$ cat config.mk
export PLATFORM = sky130hd
export DESIGN_NAME = io_uart_port_flat
export DESIGN_NICKNAME = d
export VERILOG_FILES = /design/src/rtl/rcpu_io_pkg.sv /design/src/rtl/io_uart_port_if.sv /design/src/rtl/io_byte_fifo.sv /design/src/rtl/io_uart_port.sv /design/src/flat_wrapper.sv
export SDC_FILE = /design/constraint.sdc
export NUM_CORES = 1
export LEC_CHECK = 0
export CAP_MARGIN = 15
export CORE_MARGIN = 3
export CORE_UTILIZATION = 58
export DETAILED_ROUTE_END_ITERATION = 8
export GPL_ROUTABILITY_DRIVEN = 0
export PLACE_DENSITY = 0.81
export SYNTH_ARGS = -nofsm -noshare
export SYNTH_HDL_FRONTEND = slang
export SYNTH_SLANG_ARGS = --single-unit
$ cat constraint.sdc
create_clock -name clk -period 6.1 [get_ports clk]
set_clock_uncertainty 0.2 [all_clocks]
set_input_delay 0.915 -clock clk [delete_from_list [all_inputs] [get_ports clk]]
set_output_delay 0.915 -clock clk [all_outputs]
set_load 0.01 [all_outputs]
$ cat src/rtl/rcpu_io_pkg.sv
// Shared constants for the CPU SYS-bus IO blocks: register offsets, STATUS bit
// weights and the UART serializer/deserializer state encodings.
package rcpu_io_pkg;

  localparam logic [15:0] OFS_DATA    = 16'd0;
  localparam logic [15:0] OFS_STATUS  = 16'd1;
  localparam logic [15:0] OFS_BAUD    = 16'd2;
  localparam logic [15:0] OFS_SCRATCH = 16'd3;

  localparam logic [15:0] ST_TX_FULL  = 16'h0001;
  localparam logic [15:0] ST_TX_EMPTY = 16'h0002;
  localparam logic [15:0] ST_RX_EMPTY = 16'h0004;
  localparam logic [15:0] ST_RX_FULL  = 16'h0008;
  localparam logic [15:0] ST_RXOVR    = 16'h0010;
  localparam logic [15:0] ST_FRAMERR  = 16'h0020;
  localparam logic [15:0] ST_TXDROP   = 16'h0040;
  localparam logic [15:0] ST_TX_BUSY  = 16'h0080;

  typedef enum logic [1:0] {TX_IDLE, TX_START, TX_DATA, TX_STOP} tx_state_e;
  typedef enum logic [1:0] {RX_IDLE, RX_START, RX_DATA, RX_STOP} rx_state_e;

  // A divisor below 2 would make the RX half-bit count zero.
  function automatic logic [15:0] clamp_baud(input logic [15:0] v);
    return (v < 16'd2) ? 16'd2 : v;
  endfunction

endpackage

$ cat src/rtl/io_uart_port_if.sv
// SYS bus between the CPU (master) and an IO responder (slave), plus the
// responder's FSM state for observation.
// Handshake: each strobe is a single-cycle request with no backpressure; read
// data is registered and valid from the cycle after io_read_enable until the next read.
interface io_uart_port_if;
  logic                      io_read_enable;
  logic                      io_write_enable;
  logic [15:0]               io_address;
  logic [15:0]               io_write_data;
  logic [15:0]               io_read_data;
  rcpu_io_pkg::tx_state_e    dbg_tx_state;
  rcpu_io_pkg::rx_state_e    dbg_rx_state;

  modport master (
    output io_read_enable, io_write_enable, io_address, io_write_data,
    input  io_read_data, dbg_tx_state, dbg_rx_state
  );

  modport slave (
    input  io_read_enable, io_write_enable, io_address, io_write_data,
    output io_read_data, dbg_tx_state, dbg_rx_state
  );
endinterface

$ cat src/rtl/io_byte_fifo.sv
// 8-bit synchronous FIFO; pointers carry one extra wrap bit so full and empty
// are distinguishable. A push into a full FIFO succeeds when a pop happens on the same edge.
module io_byte_fifo #(
  parameter int DEPTH = 4
) (
  input  logic       clk,
  input  logic       rst_n,
  input  logic       push_i,
  input  logic [7:0] data_i,
  input  logic       pop_i,
  output logic [7:0] data_o,
  output logic       full_o,
  output logic       empty_o
);
  localparam int AW = $clog2(DEPTH);

  logic [7:0]  mem_q [DEPTH];
  logic [AW:0] wr_ptr_q, wr_ptr_d;
  logic [AW:0] rd_ptr_q, rd_ptr_d;
  logic        do_push, do_pop;

  assign empty_o = (wr_ptr_q == rd_ptr_q);
  assign full_o  = (wr_ptr_q[AW] != rd_ptr_q[AW]) &&
                   (wr_ptr_q[AW-1:0] == rd_ptr_q[AW-1:0]);
  assign do_pop  = pop_i && !empty_o;
  assign do_push = push_i && (!full_o || do_pop);
  assign data_o  = mem_q[rd_ptr_q[AW-1:0]];

  always_comb begin
    wr_ptr_d = wr_ptr_q;
    rd_ptr_d = rd_ptr_q;
    if (do_push) wr_ptr_d = wr_ptr_q + {{AW{1'b0}}, 1'b1};
    if (do_pop)  rd_ptr_d = rd_ptr_q + {{AW{1'b0}}, 1'b1};
  end

  always_ff @(posedge clk or negedge rst_n) begin
    if (!rst_n) begin
      wr_ptr_q <= '0;
      rd_ptr_q <= '0;
    end else begin
      wr_ptr_q <= wr_ptr_d;
      rd_ptr_q <= rd_ptr_d;
    end
  end

  always_ff @(posedge clk) begin
    if (do_push) mem_q[wr_ptr_q[AW-1:0]] <= data_i;
  end
endmodule

$ cat src/rtl/io_uart_port.sv
// Memory-mapped UART responder: DATA/STATUS/BAUD/SCRATCH registers, TX/RX byte
// FIFOs and an 8N1 serializer/deserializer timed by a programmable divisor.
module io_uart_port
  import rcpu_io_pkg::*;
#(
  parameter logic [15:0] BASE_ADDR   = 16'h0100,
  parameter int          FIFO_DEPTH  = 4,
  parameter logic [15:0] DEFAULT_DIV = 16'd104
) (
  input  logic          clk,
  input  logic          resetq,
  io_uart_port_if.slave io,
  input  logic          uart_rx,
  output logic          uart_tx
);
  logic [15:0] ofs;
  logic        hit, rd_data_sel, wr_data_sel, wr_status_sel, wr_baud_sel, wr_scratch_sel;
  logic [15:0] rd_val, status_val;
  logic [15:0] read_data_q, read_data_d;
  logic [15:0] baud_q, baud_d, scratch_q, scratch_d;
  logic        rxovr_q, rxovr_d, framerr_q, framerr_d, txdrop_q, txdrop_d;

  logic       tx_push, tx_pop, tx_full, tx_empty, tx_drop;
  logic [7:0] tx_dout;
  logic       rx_push, rx_pop, rx_full, rx_empty, rx_ovr_set, rx_ferr_set;
  logic [7:0] rx_dout;

  tx_state_e   tx_state_q, tx_state_d;
  logic [15:0] tx_cnt_q, tx_cnt_d;
  logic [7:0]  tx_shift_q, tx_shift_d;
  logic [2:0]  tx_idx_q, tx_idx_d;
  logic        tx_q, tx_d;

  rx_state_e   rx_state_q, rx_state_d;
  logic [15:0] rx_cnt_q, rx_cnt_d;
  logic [7:0]  rx_shift_q, rx_shift_d;
  logic [2:0]  rx_idx_q, rx_idx_d;
  logic        rx_s1_q, rx_s2_q, rx_prev_q, rx_fall;

  // Offset arithmetic keeps the decode correct for any base, aligned or not.
  assign ofs            = io.io_address - BASE_ADDR;
  assign hit            = (ofs < 16'd4);
  assign rd_data_sel    = io.io_read_enable  && hit && (ofs == OFS_DATA);
  assign wr_data_sel    = io.io_write_enable && hit && (ofs == OFS_DATA);
  assign wr_status_sel  = io.io_write_enable && hit && (ofs == OFS_STATUS);
  assign wr_baud_sel    = io.io_write_enable && hit && (ofs == OFS_BAUD);
  assign wr_scratch_sel = io.io_write_enable && hit && (ofs == OFS_SCRATCH);

  assign tx_push = wr_data_sel;
  assign tx_drop = wr_data_sel && tx_full && !tx_pop;
  assign rx_pop  = rd_data_sel && !rx_empty;

  io_byte_fifo #(.DEPTH(FIFO_DEPTH)) u_tx_fifo (
    .clk(clk), .rst_n(resetq), .push_i(tx_push), .data_i(io.io_write_data[7:0]),
    .pop_i(tx_pop), .data_o(tx_dout), .full_o(tx_full), .empty_o(tx_empty)
  );

  io_byte_fifo #(.DEPTH(FIFO_DEPTH)) u_rx_fifo (
    .clk(clk), .rst_n(resetq), .push_i(rx_push), .data_i(rx_shift_q),
    .pop_i(rx_pop), .data_o(rx_dout), .full_o(rx_full), .empty_o(rx_empty)
  );

  assign status_val = (tx_full    ? ST_TX_FULL  : 16'h0) | (tx_empty  ? ST_TX_EMPTY : 16'h0) |
                      (rx_empty   ? ST_RX_EMPTY : 16'h0) | (rx_full   ? ST_RX_FULL  : 16'h0) |
                      (rxovr_q    ? ST_RXOVR    : 16'h0) | (framerr_q ? ST_FRAMERR  : 16'h0) |
                      (txdrop_q   ? ST_TXDROP   : 16'h0) |
                      ((tx_state_q != TX_IDLE) ? ST_TX_BUSY : 16'h0);

  always_comb begin
    rd_val = 16'h0;
    if (hit) begin
      case (ofs)
        OFS_DATA:    rd_val = rx_empty ? 16'h0 : {8'h00, rx_dout};
        OFS_STATUS:  rd_val = status_val;
        OFS_BAUD:    rd_val = baud_q;
        OFS_SCRATCH: rd_val = scratch_q;
        default:     rd_val = 16'h0;
      endcase
    end
    read_data_d = io.io_read_enable ? rd_val : read_data_q;
  end

  // Sticky flags: a set on the same edge as a write-1-to-clear wins.
  always_comb begin
    baud_d    = wr_baud_sel    ? clamp_baud(io.io_write_data) : baud_q;
    scratch_d = wr_scratch_sel ? io.io_write_data : scratch_q;
    rxovr_d   = (rxovr_q   && !(wr_status_sel && |(io.io_write_data & ST_RXOVR)))   || rx_ovr_set;
    framerr_d = (framerr_q && !(wr_status_sel && |(io.io_write_data & ST_FRAMERR))) || rx_ferr_set;
    txdrop_d  = (txdrop_q  && !(wr_status_sel && |(io.io_write_data & ST_TXDROP)))  || tx_drop;
  end

  always_comb begin
    tx_state_d = tx_state_q;
    tx_cnt_d   = tx_cnt_q;
    tx_shift_d = tx_shift_q;
    tx_idx_d   = tx_idx_q;
    tx_pop     = 1'b0;
    case (tx_state_q)
      TX_IDLE: begin
        if (!tx_empty) begin
          tx_pop     = 1'b1;
          tx_shift_d = tx_dout;
          tx_cnt_d   = baud_q - 16'd1;
          tx_state_d = TX_START;
        end
      end
      TX_START: begin
        if (tx_cnt_q == 16'd0) begin
          tx_cnt_d   = baud_q - 16'd1;
          tx_idx_d   = 3'd0;
          tx_state_d = TX_DATA;
        end else tx_cnt_d = tx_cnt_q - 16'd1;
      end
      TX_DATA: begin
        if (tx_cnt_q == 16'd0) begin
          tx_cnt_d = baud_q - 16'd1;
          if (tx_idx_q == 3'd7) tx_state_d = TX_STOP;
          else begin
            tx_shift_d = tx_shift_q >> 1;
            tx_idx_d   = tx_idx_q + 3'd1;
          end
        end else tx_cnt_d = tx_cnt_q - 16'd1;
      end
      TX_STOP: begin
        if (tx_cnt_q == 16'd0) begin
          if (!tx_empty) begin
            tx_pop     = 1'b1;
            tx_shift_d = tx_dout;
            tx_cnt_d   = baud_q - 16'd1;
            tx_state_d = TX_START;
          end else tx_state_d = TX_IDLE;
        end else tx_cnt_d = tx_cnt_q - 16'd1;
      end
      default: tx_state_d = TX_IDLE;
    endcase
    // Line level is registered from the next state so it changes with the state.
    case (tx_state_d)
      TX_START: tx_d = 1'b0;
      TX_DATA:  tx_d = tx_shift_d[0];
      default:  tx_d = 1'b1;
    endcase
  end

  assign rx_fall = rx_prev_q && !rx_s2_q;

  always_comb begin
    rx_state_d  = rx_state_q;
    rx_cnt_d    = rx_cnt_q;
    rx_shift_d  = rx_shift_q;
    rx_idx_d    = rx_idx_q;
    rx_push     = 1'b0;
    rx_ovr_set  = 1'b0;
    rx_ferr_set = 1'b0;
    case (rx_state_q)
      RX_IDLE: begin
        if (rx_fall) begin
          rx_cnt_d   = {1'b0, baud_q[15:1]} - 16'd1;
          rx_state_d = RX_START;
        end
      end
      RX_START: begin
        if (rx_cnt_q == 16'd0) begin
          if (rx_s2_q) rx_state_d = RX_IDLE;
          else begin
            rx_cnt_d   = baud_q - 16'd1;
            rx_idx_d   = 3'd0;
            rx_state_d = RX_DATA;
          end
        end else rx_cnt_d = rx_cnt_q - 16'd1;
      end
      RX_DATA: begin
        if (rx_cnt_q == 16'd0) begin
          rx_shift_d = {rx_s2_q, rx_shift_q[7:1]};
          rx_cnt_d   = baud_q - 16'd1;
          if (rx_idx_q == 3'd7) rx_state_d = RX_STOP;
          else rx_idx_d = rx_idx_q + 3'd1;
        end else rx_cnt_d = rx_cnt_q - 16'd1;
      end
      RX_STOP: begin
        if (rx_cnt_q == 16'd0) begin
          rx_state_d = RX_IDLE;
          if (!rx_s2_q)               rx_ferr_set = 1'b1;
          else if (rx_full && !rx_pop) rx_ovr_set  = 1'b1;
          else                         rx_push     = 1'b1;
        end else rx_cnt_d = rx_cnt_q - 16'd1;
      end
      default: rx_state_d = RX_IDLE;
    endcase
  end

  always_ff @(posedge clk or negedge resetq) begin
    if (!resetq) begin
      read_data_q <= 16'h0;
      baud_q      <= DEFAULT_DIV;
      scratch_q   <= 16'h0;
      rxovr_q     <= 1'b0;
      framerr_q   <= 1'b0;
      txdrop_q    <= 1'b0;
      tx_state_q  <= TX_IDLE;
      tx_cnt_q    <= 16'h0;
      tx_shift_q  <= 8'h0;
      tx_idx_q    <= 3'd0;
      tx_q        <= 1'b1;
      rx_state_q  <= RX_IDLE;
      rx_cnt_q    <= 16'h0;
      rx_shift_q  <= 8'h0;
      rx_idx_q    <= 3'd0;
      rx_s1_q     <= 1'b1;
      rx_s2_q     <= 1'b1;
      rx_prev_q   <= 1'b1;
    end else begin
      read_data_q <= read_data_d;
      baud_q      <= baud_d;
      scratch_q   <= scratch_d;
      rxovr_q     <= rxovr_d;
      framerr_q   <= framerr_d;
      txdrop_q    <= txdrop_d;
      tx_state_q  <= tx_state_d;
      tx_cnt_q    <= tx_cnt_d;
      tx_shift_q  <= tx_shift_d;
      tx_idx_q    <= tx_idx_d;
      tx_q        <= tx_d;
      rx_state_q  <= rx_state_d;
      rx_cnt_q    <= rx_cnt_d;
      rx_shift_q  <= rx_shift_d;
      rx_idx_q    <= rx_idx_d;
      rx_s1_q     <= uart_rx;
      rx_s2_q     <= rx_s1_q;
      rx_prev_q   <= rx_s2_q;
    end
  end

  assign io.io_read_data = read_data_q;
  assign io.dbg_tx_state = tx_state_q;
  assign io.dbg_rx_state = rx_state_q;
  assign uart_tx         = tx_q;
endmodule

$ cat src/flat_wrapper.sv
// flat-port wrapper written by rule: the top's interface ports become plain ports
module io_uart_port_flat import rcpu_io_pkg::*;
#(
  parameter logic [15:0] BASE_ADDR   = 16'h0100,
  parameter int          FIFO_DEPTH  = 4,
  parameter logic [15:0] DEFAULT_DIV = 16'd104
)
  (clk, resetq, uart_rx, uart_tx, io_io_read_enable, io_io_write_enable, io_io_address, io_io_write_data, io_io_read_data, io_dbg_tx_state, io_dbg_rx_state);
  io_uart_port_if io_i ();
  input  logic clk;
  input  logic resetq;
  input  logic uart_rx;
  output logic uart_tx;
  input wire logic [$bits(io_i.io_read_enable)-1:0] io_io_read_enable;
  input wire logic [$bits(io_i.io_write_enable)-1:0] io_io_write_enable;
  input wire logic [$bits(io_i.io_address)-1:0] io_io_address;
  input wire logic [$bits(io_i.io_write_data)-1:0] io_io_write_data;
  output wire logic [$bits(io_i.io_read_data)-1:0] io_io_read_data;
  output wire logic [$bits(io_i.dbg_tx_state)-1:0] io_dbg_tx_state;
  output wire logic [$bits(io_i.dbg_rx_state)-1:0] io_dbg_rx_state;
  assign io_i.io_read_enable = io_io_read_enable;
  assign io_i.io_write_enable = io_io_write_enable;
  assign io_i.io_address = io_io_address;
  assign io_i.io_write_data = io_io_write_data;
  assign io_io_read_data = io_i.io_read_data;
  assign io_dbg_tx_state = io_i.dbg_tx_state;
  assign io_dbg_rx_state = io_i.dbg_rx_state;
  io_uart_port #(.BASE_ADDR(BASE_ADDR), .FIFO_DEPTH(FIFO_DEPTH), .DEFAULT_DIV(DEFAULT_DIV)) u_core (.clk(clk), .resetq(resetq), .io(io_i), .uart_rx(uart_rx), .uart_tx(uart_tx));
endmodule
Word-level counts from Yosys, hierarchy flattened
Memory sizes are Yosys's and may differ from the RTL's.
Cells that the tools add are included.
{ "totals": {"reg_bits": 125, "ram_bits": 64, "input_bits": 37, "wordCells": 201, "memories": 2} }
{ "memory_table": {"columns": ["name", "depth", "word_bits", "read_ports", "rd_ports_with_merged_regs", "write_ports", "line", "rtl"], "rows": [
  ["u_core.u_rx_fifo.mem_q", 4, 8, 1, 0, 1, "io_byte_fifo.sv:17", "logic [7:0] mem_q [DEPTH];"],
  ["u_core.u_tx_fifo.mem_q", 4, 8, 1, 0, 1, "io_byte_fifo.sv:17", null]
]} }
{ "op_classes": {"add_sub_neg": 11, "n_lt_le_gt_ge": 2, "n_eq_ne": 32, "mux": 69, "bitwise_logic": 7, "n_reduce_logical": 55} }
{ "ops": {"columns": ["cell", "count"], "rows": [
  ["$mux W16", 10],
  ["$pmux W16 S4", 2],
  ["$or A16 B16 Y16", 7],
  ["$logic_not A16 Y1", 3],
  ["$mux W8", 6],
  ["$pmux W16 S3", 1],
  ["$sub A16 B1 Y16 const B", 3],
  ["$eq A16 B2 Y1 const B", 2],
  ["$logic_and A1 B1 Y1", 24],
  ["$mux W2", 12],
  ["$mux W3", 8],
  ["$pmux W8 S3", 1],
  ["$mux W1", 19],
  ["$add A3 B1 Y3 const B", 6],
  ["$eq A16 B1 Y1 const B", 1],
  ["$lt A16 B2 Y1 const B", 1],
  ["$lt A16 B3 Y1 const B", 1],
  ["$ne A2 B1 Y1 const B", 8],
  ["$pmux W2 S4", 2],
  ["$sub A15 B1 Y16 const B", 1],
  ["$sub A16 B9 Y16 const B", 1],
  ["$pmux W3 S2", 2],
  ["$eq A2 B2 Y1 const B", 5],
  ["$logic_not A1 Y1", 10],
  ["21 further kinds", 40]
]} }

Longest topological paths before layout
Gate-level depths: netlist (run 1).
{ "logic_depth": {"ltp_word": 14, "ltp_mapped": 10, "depth_no_buf": 8} }

By module
Synthesis (run 1) repeated with hierarchy kept, for this count alone.
{ "unflattened": {"cells_unflattened": 903, "area_unflattened_um2": 10102.2} }
{ "modules_own_cells": {"columns": ["module", "instances", "cells_each", "area_per_inst_um2", "seq_area_each_um2"], "rows": [
  ["io_uart_port", 1, 726, 6870.3, 2836.5],
  ["io_byte_fifo (u_core.u_tx_fifo)", 1, 88, 1621.6, 1111.1],
  ["io_byte_fifo (u_core.u_rx_fifo)", 1, 89, 1610.3, 1111.1]
]} }

Least setup slack after synthesis (run 1)
No wires, ideal clock.
{ "synth_timing": {"path_kind": "input to register", "from": "input port io_io_address[5]", "to": "memory u_core.u_rx_fifo.mem_q[3][0], enable pin", "t_arrival_ps": 2388, "t_required_ps": 5561, "path_slack_ps": 3173, "path_stages": 7, "n_path_buf": 2, "cell_sequence": "nor4b_1 and4_1 clkbuf_1 a31oi_1 and4b_1 clkbuf_1 and2_1"} }
{ "synth_via": {"elab_chain_len": 14, "elab_cells_between_ends": 17, "cone_classes": "1 x add/sub; 1 x order compare; 6 x mux; 9 x reduce/logical"} }
{ "synth_rtl": {"columns": ["item", "line", "rtl"], "rows": [
  ["from (decl)", "flat_wrapper.sv:16", "input wire logic [$bits(io_i.io_address)-1:0] io_io_address;"],
  ["$sub A16 B9 Y16 *", "io_uart_port.sv:41", "assign ofs = io.io_address - BASE_ADDR;"],
  ["$lt A16 B3 Y1", "io_uart_port.sv:42", "assign hit = (ofs < 16'd4);"],
  ["$logic_and A1 B1 Y1", "io_uart_port.sv:43", "assign rd_data_sel = io.io_read_enable && hit && (ofs == OFS_DATA);"],
  ["$logic_and A1 B1 Y1 *", "io_uart_port.sv:43", null],
  ["$logic_and A1 B1 Y1 *", "io_uart_port.sv:51", "assign rx_pop = rd_data_sel && !rx_empty;"],
  ["$logic_not A1 Y1", "io_uart_port.sv:183", "else if (rx_full && !rx_pop) rx_ovr_set = 1'b1;"],
  ["$logic_and A1 B1 Y1", "io_uart_port.sv:183", null],
  ["$mux W1", "io_uart_port.sv:183", null],
  ["$mux W1", "io_uart_port.sv:182", "if (!rx_s2_q) rx_ferr_set = 1'b1;"],
  ["$mux W1", "io_uart_port.sv:180", "if (rx_cnt_q == 16'd0) begin"],
  ["$mux W1", "io_uart_port.sv:154", "case (rx_state_q)"],
  ["$logic_and A1 B1 Y1 *", "io_byte_fifo.sv:26", "assign do_push = push_i && (!full_o || do_pop);"],
  ["$mux W1 *", "io_byte_fifo.sv:47", "if (do_push) mem_q[wr_ptr_q[AW-1:0]] <= data_i;"],
  ["$mux W1 (not written as such) *", "io_byte_fifo.sv:47", null],
  ["to (decl)", "io_byte_fifo.sv:17", null]
]} }
Every way passes the cells marked *; elsewhere a longest branch is shown, timed or not.

Worst setup path after layout (run 1)
{ "layout_timing": {"from": "register u_core.tx_cnt_q[0]", "to": "memory u_core.u_tx_fifo.mem_q[0][5], enable pin"} }
{ "layout_via": {"elab_chain_len": 8} }
{ "layout_rtl": {"columns": ["item", "line", "rtl"], "rows": [
  ["from (decl)", "io_uart_port.sv:29", "logic [15:0] tx_cnt_q, tx_cnt_d;"],
  ["from (signal assigned)", "io_uart_port.sv:219", "tx_cnt_q <= tx_cnt_d;"],
  ["$logic_not A16 Y1", "io_uart_port.sv:125", "if (tx_cnt_q == 16'd0) begin"],
  ["$mux W1", "io_uart_port.sv:125", null],
  ["$pmux W1 S2", "io_uart_port.sv:98", "case (tx_state_q)"],
  ["$logic_and A1 B1 Y1", "io_byte_fifo.sv:25", "assign do_pop = pop_i && !empty_o;"],
  ["$logic_or A1 B1 Y1", "io_byte_fifo.sv:26", null],
  ["$logic_and A1 B1 Y1", "io_byte_fifo.sv:26", null],
  ["$mux W1", "io_byte_fifo.sv:47", null],
  ["$mux W1 (not written as such)", "io_byte_fifo.sv:47", null],
  ["to (decl)", "io_byte_fifo.sv:17", null]
]} }
Every way passes these cells.

==> summary.md, run 1 <==
| Metric | Value |
|---|---|
| Status | `finished, final reports clean` |
| Routed WL | `24.5 mm` |
| RSZ-0062 raised after global routing | `no` |
| Main synth FF type | `dfrtp_1` |
| Clock sink total | `189` |
| Gr ovfl total | `0` |
| R2R Setup Slk | `2.60 ns` |
| Syn Nets | `969` |
| Deepest clock path buffer count | `2` |
| Initial antenna violation count | `0` |
| Maximum VDD drop | `418 uV` |
| DR DRC count | `0` |
| Worst endpoint required time | `6.00 ns` |
| Clk_lat worst skew | `0.45 ns` |
| Number of H-tree levels | `4` |
| Max cap viols | `0` |
| Die width | `138 um` |
| Critical path class | `flop to flop` |
| DIE AREA | `18900 um^2` |
| Share of cells above drive strength 1 | `13.6%` |
| Site Rows | `47` |
| Post-synth EDFFs | `64` |
| NumNets Final | `999` |
| Setup bufs post-CTS | `0` |
| Post-DP Area | `10700 um^2` |
| Peak Freq | `0.286 GHz` |
| N_diodes | `0` |
| Startpoint types | `flop` |
| P_leak | `4.69 nW` |
| Port Buffers | `57` |
| Die height | `138 um` |
| Arrival time at the worst endpoint | `3.40 ns` |
| Synth area leader | `dfrtp_1` |
| # IOs | `58` |
| Total CTS buffers | `17` |
| Flops & latches, synth | `189` |
| Critical Path Max Stage Delay | `0.52 ns` |
| YS warnings | `0` |
| Vias per cell | `6.51` |
| Slowest stage cell, crit path | `nor3b_2` |
| Final Non-Filler Cells | `1167` |
| Dpl cells | `1135` |
| Unique masters post-synth | `83` |
| Remaining antenna violation count after routing | `0` |
| Critical Path End Type | `flop` |
| Most common cell after layout, fill and taps aside | `dfrtp_1` |
| Setup violators final | `0` |
| Area contributors post-synth | `dfrtp_1 29%, edfxtp_1 19%, mux2_2 4.7%` |
| Post-layout instance area | `11300 um^2` |
| Via count | `7600` |
| Worst slack, placed | `2.45 ns` |
| Final Hold Viols | `0` |
| Worst-Margin Slew | `1.07 ns` |
| Pwr dens | `379 nW/um^2` |
| Most frequent cells in the layout | `118 x dfrtp_1, 64 x nor2_1, 64 x edfxtp_1, 63 x nand2_1, 56 x clkdlybuf4s50_1` |
| Largest net degree at the start of global routing | `72` |
| Hold_buf cts | `0` |
| Fin. max-slew vios | `0` |
| Core Footprint | `16800 um^2` |
| Class of the worst hold path | `flop to flop` |
| Critical Path, Cell by Cell | `inv_1 -> ha_1 -> nor3b_2 -> and4_1 -> a21oi_2 -> o21ba_2 -> nor4_4 -> and2_1` |
| GRT Overall Usage | `27.2%` |
| # fillers | `1226` |
| Initial DRC count | `900` |
| TNS Setup | `0 ns` |
| Crit-path max FO | `9` |
| Post-Synthesis Cells | `904` |
| First-pass GRT wire length | `39.6 mm` |
| Vias in the first global route | `7243` |
| Async SR Flop Fraction | `66.1%` |
| Post-CTS sizing | `0` |
| Synthesized area | `10100 um^2` |
| DR pass1 iterations | `6` |
| Register area share after synthesis | `50.3%` |
| Final min period | `3.50 ns` |
| Reg clk slew, reported paths | `0.08 ns` |
| Period utilisation layout | `57.4%` |
| Clock tree root buffer cell | `clkbuf_16` |
| Share of the synthesized area in the top cell type | `29.4%` |
| Initial Util | `60.0%` |
| Worst Setup Slack, final | `2.60 ns` |
| Synth Area per Inst | `11.1 um^2` |
| Detail Placement HPWL | `16.4 mm` |
| CTS tree | `built` |
| Wire length per cell | `21.0 um` |
| Worst rel slew slack | `28.2%` |
| Area Growth Syn to Fin | `12.8%` |
registers in the layout, summed over array words and instances, names as in the netlist, 2 cells and up, named ones only:
signal / flops
u_core.u_tx_fifo.rd_ptr_q: 3
u_core.u_rx_fifo.rd_ptr_q: 3
u_core.tx_idx_q: 3
u_core.tx_cnt_q: 16
u_core.tx_shift_q: 8
u_core.u_rx_fifo.wr_ptr_q: 3
u_core.rx_cnt_q: 16
u_core.u_tx_fifo.wr_ptr_q: 3
u_core.io.dbg_tx_state: 2
u_core.baud_q: 16
u_core.scratch_q: 16
u_core.u_rx_fifo.mem_q: 32
u_core.io.io_read_data: 16
u_core.u_tx_fifo.mem_q: 32
u_core.rx_idx_q: 3
u_core.rx_shift_q: 8
power by group:
part / internal (W) / switching, W
Sequential: 0.00148 / 0.000219
Combinational: 0.000607 / 0.000779
Clock: 0.000589 / 0.000621
cell families (layout without fill, tap and decap cells):
group           after synthesis  in the layout  share of synthesized area, %
compound gates              216            216                          14.5
flops                       189            189                          50.3
buf+inv                      99            142                          4.29
xor+xnor                     49             49                          4.27
mux                          79             79                          10.4
fa+ha+maj                    28             28                          3.49
simple gates                244            244                          12.7
layout make-up:
cell class	count	area [um^2]	share of cell area [%]
clock buffer	17	425	3.75
tap	220	275	2.43
sequential	189	5060	44.6
clock inverter	15	229	2.02
multi-input combinational	616	4560	40.2
inverter	46	173	1.52
timing repair buffer	64	621	5.47
stage by stage:
stage               hold WS (ns)  util, %  total power (W)
floorplan                  0.145        -          0.00275
global placement           0.147     63.7          0.00302
detailed placement         0.149     63.8          0.00306
CTS                        0.161     67.7          0.00428
global route               0.168     67.7          0.00453
finish                     0.159     67.7          0.00430
worst paths after layout:
kind,endpoint,cells past startpoint,from
min in group asynchronous,u_core.tx_shift_q[5]$_DFFE_PN0P_,1,resetq
worst min register to register,u_core.rx_s2_q$_DFF_PN1_,0,u_core.rx_s1_q$_DFF_PN1_
worst max register to register,u_core.u_tx_fifo.mem_q[0][5]$_DFFE_PP_,8,u_core.tx_cnt_q[0]$_DFF_PN0_
worst max-delay path,u_core.u_tx_fifo.mem_q[0][5]$_DFFE_PP_,8,u_core.tx_cnt_q[0]$_DFF_PN0_
max in group asynchronous,u_core.rx_cnt_q[15]$_DFFE_PN0P_,2,resetq
worst min-delay path,u_core.rx_s2_q$_DFF_PN1_,0,u_core.rx_s1_q$_DFF_PN1_
cell usage after synthesis (all sizes together), types with 7 or more instances:
library cell / count
a21oi: 50
a22o: 8
a31oi: 8
and2: 10
buf: 16
clkbuf: 37
dfrtp: 118
dfstp: 7
edfxtp: 64
ha: 28
inv: 45
mux2: 43
mux2i: 20
mux4: 16
nand2: 63
nand3: 21
nand4: 7
nor2: 64
nor3: 21
nor4: 17
o21ai: 44
o22ai: 27
o31ai: 8
o32ai: 12
xnor2: 26
xor2: 23
routing by layer:
layer  track usage [%]  share of wire, %  wire (um)
met4              7.71               1.9        473
met1              38.4                43      10600
met3              5.26               7.0       1730
met2              43.2                48      11700
met5                 0                 0          0
worst max-delay path, delay by kind of cell, from the launching register on:
family | cells | cell delay [ns]
AO/OA/AOI/OAI | 2 | 0.40
AND/OR/NAND/NOR | 4 | 1.86
adder cells (fa/ha/maj) | 1 | 0.17
buffers and inverters | 1 | 0.09
flip-flops | 1 | 0.43
No activity file was read; power rests on OpenSTA's default activity.
==> run 2: changes to the inputs <==
- clock period: 6.1 -> 3.3 ns (I/O delays scaled with it)
==> summary.md, run 2 (synthesis results as in run 1) <==
| Metric | Value |
|---|---|
| Setup violators final | `0` |
| Class of the worst hold path | `flop to flop` |
| Die height | `138 um` |
| Fin. max-slew vios | `0` |
| Core Footprint | `16800 um^2` |
| Clk_lat worst skew | `0.44 ns` |
| N_diodes | `0` |
| Wire length per cell | `20.4 um` |
| DR DRC count | `0` |
| Worst slack, placed | `0.224 ns` |
| Reg clk slew, reported paths | `0.08 ns` |
| Arrival time at the worst endpoint | `2.89 ns` |
| Worst-Margin Slew | `0.939 ns` |
| P_leak | `4.78 nW` |
| Delay-heaviest family, CP | `simple AND/OR/NAND/NOR gates` |
| Period utilisation layout | `91.2%` |
| Vias per cell | `6.45` |
| Initial antenna violation count | `0` |
| Worst Setup Slack, final | `0.292 ns` |
| TNS Setup | `0 ns` |
| Pwr dens | `688 nW/um^2` |
| # IOs | `58` |
| Clock tree root buffer cell | `clkbuf_16` |
| Routed WL | `24.2 mm` |
| Startpoint types | `flop` |
| Most frequent cells in the layout | `118 x dfrtp_1, 64 x nor2_1, 64 x edfxtp_1, 63 x nand2_1, 56 x clkdlybuf4s50_1` |
| Detail Placement HPWL | `16.7 mm` |
| Maximum VDD drop | `704 uV` |
| Clock sink total | `189` |
| Critical Path End Type | `flop` |
| Crit-path max FO | `8` |
| GRT Overall Usage | `27.0%` |
| Peak Freq | `0.332 GHz` |
| Vias in the first global route | `7382` |
| Area Growth Syn to Fin | `14.3%` |
| Via count | `7665` |
| RSZ-0062 raised after global routing | `no` |
| Worst rel slew slack | `36.9%` |
| NumNets Final | `1021` |
| Initial Util | `60.0%` |
| Final Hold Viols | `0` |
| Initial DRC count | `908` |
| Status | `finished, final reports clean` |
| First-pass GRT wire length | `39.8 mm` |
| Slowest stage cell, crit path | `and2_1` |
| CTS tree | `built` |
| Post-CTS sizing | `0` |
| Total CTS buffers | `17` |
| DIE AREA | `18900 um^2` |
| Deepest clock path buffer count | `2` |
| Gr ovfl total | `0` |
| Die width | `138 um` |
| Number of H-tree levels | `4` |
| Remaining antenna violation count after routing | `0` |
| Worst endpoint required time | `3.18 ns` |
| Final min period | `3.01 ns` |
| Largest net degree at the start of global routing | `53` |
| Share of cells above drive strength 1 | `15.5%` |
| Fin util | `68.6%` |
| WP buf/inv | `0` |
| Critical Path, Cell by Cell | `nor4_1 -> and4_1 -> a21oi_2 -> o21ba_2 -> nor4_4 -> and2_1` |
| Max cap viols | `0` |
| DR pass1 iterations | `6` |
| Critical path class | `flop to flop` |
| Critical Path Max Stage Delay | `0.49 ns` |
| Site Rows | `47` |
| Most common cell after layout, fill and taps aside | `dfrtp_1` |
| Port Buffers | `57` |
[run 2: cell types whose count changed in the layout (fill, tap and decap cells not counted)]
cell,previous run,this run
buf_4,8,28
buf_12,0,1
dlygate4sd3_1,0,1
clkinv_4,0,2
clkinv_8,3,4
inv_12,6,4
inv_8,3,2
inv_6,1,3
inv_16,2,0
[run 2: timing repair]
item                                   CTS  global route
setup endpoints to repair                0             0
hold buffers                             1             0
buffers inserted                         0             0
endpoints found under the hold margin   47             0
[run 2: area by class of cell]
| cell class | instances | area (um^2) |
|---|---|---|
| inverter | 46 | 173 |
| tap | 220 | 275 |
| clock buffer | 17 | 425 |
| clock inverter | 15 | 196 |
| fill | 1199 | 5270 |
| sequential | 189 | 5060 |
| multi-input combinational | 616 | 4560 |
| timing repair buffer | 86 | 801 |
[run 2: per-stage QoR]
| stage | std cells | hold slack, ns | power, W | area (um^2) |
|---|---|---|---|---|
| floorplan | 904 | -0.000591 | 0.00509 | 10100 |
| global placement | 1156 | 0.147 | 0.00566 | 10900 |
| detailed placement | 1156 | 0.149 | 0.00576 | 10900 |
| CTS | 1189 | 0.160 | 0.00789 | 11500 |
| global route | 1189 | 0.161 | 0.00833 | 11500 |
| finish | 1189 | 0.160 | 0.00791 | 11500 |
[run 2: path summary, 6_finish.rpt]
kind,cells after the start,endpoint,start,slack [ns]
max,6,u_core.u_tx_fifo.mem_q[0][2]$_DFFE_PP_,u_core.tx_cnt_q[11]$_DFF_PN0_,0.29
min,0,u_core.rx_s2_q$_DFF_PN1_,u_core.rx_s1_q$_DFF_PN1_,0.16
max reg2reg,6,u_core.u_tx_fifo.mem_q[0][2]$_DFFE_PP_,u_core.tx_cnt_q[11]$_DFF_PN0_,0.29
min reg2reg,0,u_core.rx_s2_q$_DFF_PN1_,u_core.rx_s1_q$_DFF_PN1_,0.16
max in group asynchronous,3,u_core.rx_cnt_q[1]$_DFFE_PN0P_,resetq,1.66
min in group asynchronous,2,u_core.tx_shift_q[5]$_DFFE_PN0P_,resetq,0.44
[run 2: power by group]
group | switching (W) | internal [W]
sequential | 0.000365 | 0.00274
clock | 0.00107 | 0.00105
combinational | 0.00151 | 0.00118
[run 2: per-layer routing]
metal	global-route usage (%)	part of all wire, %
met3	4.75	7.0
met2	43.4	48
met4	7.43	2.0
met5	0	0
met1	38.1	43
